**src/rtl/mem_port_arbiter.sv**
```systemverilog
// Two-requester (CPU / debug-loader) arbiter and sequencer for the single-port unified memory.
// Define ARB_ROUND_ROBIN_EN for round-robin ties; otherwise the CPU always wins ties.
module mem_port_arbiter #(
    parameter int ADDR_W = 11,
    parameter int RD_LAT = 1
) (
    input  logic              clockCPU,
    input  logic              reset,
    input  logic              cpu_req,
    input  logic              cpu_we,
    input  logic [31:0]       cpu_addr,
    input  logic [31:0]       cpu_wdata,
    output logic              cpu_ack,
    output logic [31:0]       cpu_rdata,
    output logic              cpu_stall,
    input  logic              dbg_req,
    input  logic              dbg_we,
    input  logic [31:0]       dbg_addr,
    input  logic [31:0]       dbg_wdata,
    output logic              dbg_ack,
    output logic [31:0]       dbg_rdata,
    output logic [ADDR_W-1:0] mem_address,
    output logic [31:0]       mem_data,
    output logic              mem_rden,
    output logic              mem_wren,
    input  logic [31:0]       mem_q
);

    typedef enum logic [1:0] {ST_IDLE, ST_ACCESS, ST_WAIT, ST_DONE} state_t;

    localparam logic [1:0] WAIT_INIT = (RD_LAT > 1) ? 2'(RD_LAT - 2) : 2'd0;

    state_t              state_q;
    logic                owner_q;      // 1 = debug port owns the access
    logic [1:0]          cnt_q;
    logic                cpu_ack_q, dbg_ack_q;
    logic [31:0]         cpu_rdata_q, dbg_rdata_q;
    logic [ADDR_W-1:0]   mem_address_q;
    logic [31:0]         mem_data_q;
    logic                mem_rden_q, mem_wren_q;
`ifdef ARB_ROUND_ROBIN_EN
    logic                last_q;       // 1 = debug port was granted last
`endif

    logic                win_dbg, sel_we, finish;
    logic [ADDR_W-1:0]   sel_addr;
    logic [31:0]         sel_wdata;
    logic                unused_addr;

    assign unused_addr = ^{cpu_addr[31:ADDR_W], dbg_addr[31:ADDR_W]};

    always_comb begin
`ifdef ARB_ROUND_ROBIN_EN
        win_dbg = dbg_req & (~cpu_req | ~last_q);
`else
        win_dbg = dbg_req & ~cpu_req;
`endif
        sel_we    = win_dbg ? dbg_we    : cpu_we;
        sel_addr  = win_dbg ? dbg_addr[ADDR_W-1:0] : cpu_addr[ADDR_W-1:0];
        sel_wdata = win_dbg ? dbg_wdata : cpu_wdata;
        // Last memory cycle of the access: a write's ACCESS, or the read's final enable cycle.
        finish = ((state_q == ST_ACCESS) && (mem_wren_q || (RD_LAT == 1)))
               || ((state_q == ST_WAIT) && (cnt_q == 2'd0));
    end

    always_ff @(posedge clockCPU or posedge reset) begin
        if (reset) begin
            state_q       <= ST_IDLE;
            owner_q       <= 1'b0;
            cnt_q         <= 2'd0;
            cpu_ack_q     <= 1'b0;
            dbg_ack_q     <= 1'b0;
            cpu_rdata_q   <= '0;
            dbg_rdata_q   <= '0;
            mem_address_q <= '0;
            mem_data_q    <= '0;
            mem_rden_q    <= 1'b0;
            mem_wren_q    <= 1'b0;
`ifdef ARB_ROUND_ROBIN_EN
            last_q        <= 1'b1;
`endif
        end else begin
            cpu_ack_q <= 1'b0;
            dbg_ack_q <= 1'b0;
            case (state_q)
                ST_IDLE: begin
                    if (cpu_req || dbg_req) begin
                        owner_q       <= win_dbg;
                        mem_address_q <= sel_addr;
                        mem_data_q    <= sel_wdata;
                        mem_wren_q    <= sel_we;
                        mem_rden_q    <= ~sel_we;
                        cnt_q         <= WAIT_INIT;
                        state_q       <= ST_ACCESS;
`ifdef ARB_ROUND_ROBIN_EN
                        last_q        <= win_dbg;
`endif
                    end
                end
                ST_ACCESS: state_q <= ST_WAIT;
                ST_WAIT:   cnt_q   <= cnt_q - 2'd1;
                ST_DONE:   state_q <= ST_IDLE;
                default:   state_q <= ST_IDLE;
            endcase

            if (finish) begin
                state_q       <= ST_DONE;
                mem_rden_q    <= 1'b0;
                mem_wren_q    <= 1'b0;
                mem_address_q <= '0;
                mem_data_q    <= '0;
                if (owner_q) dbg_ack_q <= 1'b1;
                else         cpu_ack_q <= 1'b1;
                if (mem_rden_q) begin
                    if (owner_q) dbg_rdata_q <= mem_q;
                    else         cpu_rdata_q <= mem_q;
                end
            end
        end
    end

    assign cpu_ack     = cpu_ack_q;
    assign dbg_ack     = dbg_ack_q;
    assign cpu_rdata   = cpu_rdata_q;
    assign dbg_rdata   = dbg_rdata_q;
    assign cpu_stall   = cpu_req & ~cpu_ack_q;
    assign mem_address = mem_address_q;
    assign mem_data    = mem_data_q;
    assign mem_rden    = mem_rden_q;
    assign mem_wren    = mem_wren_q;

endmodule

```
**config.mk**
```make
export PLATFORM = sky130hd
export DESIGN_NAME = mem_port_arbiter
export DESIGN_NICKNAME = d
export VERILOG_FILES = /design/src/rtl/mem_port_arbiter.sv
export SDC_FILE = /design/constraint.sdc
export NUM_CORES = 1
export LEC_CHECK = 0
export ABC_AREA = 1
export CORE_AREA = 4 4 106 108
export CTS_CLUSTER_SIZE = 24
export DETAILED_ROUTE_END_ITERATION = 10
export DIE_AREA = 0 0 110 112
export DONT_BUFFER_PORTS = 1
export PLACE_DENSITY = 0.79
export SLEW_MARGIN = 15
export SYNTH_ARGS = -nofsm -noshare
export SYNTH_HDL_FRONTEND = slang
export SYNTH_SLANG_ARGS = --single-unit
```
**constraint.sdc**
```tcl
create_clock -name clockCPU -period 5.15 [get_ports clockCPU]
set_input_delay 0.7725 -clock clockCPU [delete_from_list [all_inputs] [get_ports clockCPU]]
set_output_delay 0.7725 -clock clockCPU [all_outputs]
set_load 0.1 [all_outputs]
```
==> results.cfg <==
[clock_network]
clk_pin_slew_ns = 0.05
clock_insertion_delay_worst_skew_ns = 0.49
cts_resized = 0
clockRootBuffer = clkbuf_8
cts_tree = yes
htreeDepth = 4
postCtsHoldBufs = 0
cts.sinks = 116
post-cts-setup-buffer-count = 0
numCtsBuffers = 17
clockBufferDepth = 2

[logic_synthesis]
yosysWarnings = 0
synth_seq_cells = 116
synth_area_sq_um = 5350
syn-num-nets = 832
yosysSeqAreaShare = 0.543
yosys.cell_types.count = 20
synth_cells = 665
synth.avg_cell_area_sq_um = 8.04

[sta]
finClkSkew_ns = 0.0169
hold_viol = 0
tns_ns = 0
fmax_ghz = 0.332
maxSlewViolCount = 0
fin_crit_ns = 3.01
period_share = 0.584
grt_setup_unrepaired = no
setup-violations-final = 0
max_slew.worst_pin.slew_ns = 1.17
slew_headroom = 0.218

[setup_path]
cp.required_ns = 4.38
start_kind = flip-flop
critPathSlowestCell = nor2_2
critPathMaxFanout = 2
path_cells = nor2_2
timing.critical_path.buf_inv = 0
end_kind = primary output
cp_top_family = simple AND/OR/NAND/NOR gates
crit_cells = 1
slowest_delay_ns = 0.99
worstSetupPathType = reg -> out
r2r_cells = 7
arrival_ns = 2.24

[drt]
via_per_inst = 5.55
drt-pass1-iter-count = 5
drtIter0Drc = 371
wl_per_cell_microns = 17.4
wl_microns = 13700
drc = 0
vias = 4375
ant_nets = 0

[placement]
place_hpwl_microns = 9370
globalplace.congestion = 0.857
io_buffers = 0

[final_layout]
syn_to_final_growth_pct = 9.29
layout_common_cells = 359 x nand2_1, 116 x dfrtp_1, 64 x nand4_1
diodes = 0
final_nets = 806
layout_commonest_cell = nand2_1
drive_above_1_share = 0.0736

[grt]
gr-total-overflow = 0
grt_max_degree = 78
grt_pass1_wl_microns = 21400
antenna_found_initial = 0
track_usage = 0.220
grt_pass1_vias = 4159

[floorplan]
initial_core_util = 0.523
die_x_microns = 110
rows = 37
core_region_area_sq_um = 10200
die_h_microns = 112
floorplan.die_area_sq_um = 12300
ioPinCount = 278

[outcome]
outcome = completed

[run]
max_cap_violations = 0

[worst_hold_path]
hold_path.class = in -> async
-- registers in the layout, indices dropped and copies added (netlist names) --
register / flops
mem_address: 11
dbg_rdata: 32
mem_data: 32
mem_wren: 1
cpu_ack: 1
cpu_rdata: 32
state_q: 2
cnt_q: 2
mem_rden: 1
dbg_ack: 1
owner_q: 1
-- per-layer routing --
metal | part of all wire | wire [microns] | global-route usage | vias to the layer above
met4 | 0.013 | 172 | 0.0682 | 0
met1 | 0.38 | 5220 | 0.265 | 2041
met2 | 0.50 | 6810 | 0.368 | 218
li1 | - | - | - | 2095
met5 | 0 | 0 | 0 | -
met3 | 0.11 | 1490 | 0.0754 | 21
-- synthesized netlist by cell type --
master	number	area share
nor2_1	5	0.0035
buf_4	10	0.014
inv_2	3	0.0021
nand3b_1	1	0.0014
clkbuf_1	1	0.00070
ha_1	1	0.0023
nor2_4	1	0.0021
nand3_2	2	0.0037
nand2_2	4	0.0047
buf_6	5	0.011
inv_1	9	0.0063
nand2_1	359	0.25
o21ai_0	3	0.0028
nand3_1	47	0.044
nand4_1	64	0.075
or2_2	1	0.0012
buf_2	30	0.028
nor2_2	2	0.0023
dfrtp_1	116	0.54
buf_1	1	0.00070
-- final timing paths --
| path | startpoint | endpoint | slack, ns |
|---|---|---|---|
| max | cpu_ack$_DFF_PP0_ | cpu_stall | 2.14 |
| min | reset | mem_data[10]$_DFFE_PP0P_ | 0.36 |
| max reg2reg | cnt_q[0]$_DFFE_PP0P_ | dbg_rdata[3]$_DFFE_PP0P_ | 2.22 |
| min reg2reg | cnt_q[0]$_DFFE_PP0P_ | cnt_q[0]$_DFFE_PP0P_ | 0.51 |
| max in group asynchronous | reset | cpu_rdata[19]$_DFFE_PP0P_ | 3.74 |
| min in group clockCPU | mem_q[26] | cpu_rdata[26]$_DFFE_PP0P_ | 0.43 |
-- cell type report --
| type | instances | area [sq um] |
|---|---|---|
| clock inverter | 13 | 159 |
| clock buffer | 19 | 432 |
| tap | 136 | 170 |
| fill | 932 | 4390 |
| sequential | 116 | 2900 |
| inverter | 12 | 47.5 |
| multi-input combinational | 490 | 2120 |
| timing repair buffer | 2 | 15.0 |
-- per-stage QoR --
stage | area (sq um) | hold slack, ns | util | std cells | worst slack (ns)
detailed placement | 5250 | 0.496 | 0.513 | 756 | 2.24
finish | 5850 | 0.358 | 0.571 | 788 | 2.14
global placement | 5250 | 0.480 | 0.513 | 756 | 2.40
floorplan | 5350 | 0.468 | - | 665 | 1.31
CTS | 5840 | 0.401 | 0.571 | 788 | 2.10
global route | 5850 | 0.412 | 0.571 | 788 | 2.02
-- cells by family after synthesis --
family / count (synthesis) / synth area share
DFF: 116 / 0.543
and+or+nand+nor: 486 / 0.390
buffers and inverters: 59 / 0.0625
AOI/OAI and AO/OA: 3 / 0.00281
adders and majority gates: 1 / 0.00234
Power is not shown: default switching activity piles up to over one toggle a cycle in this logic, so the estimate is an artifact.
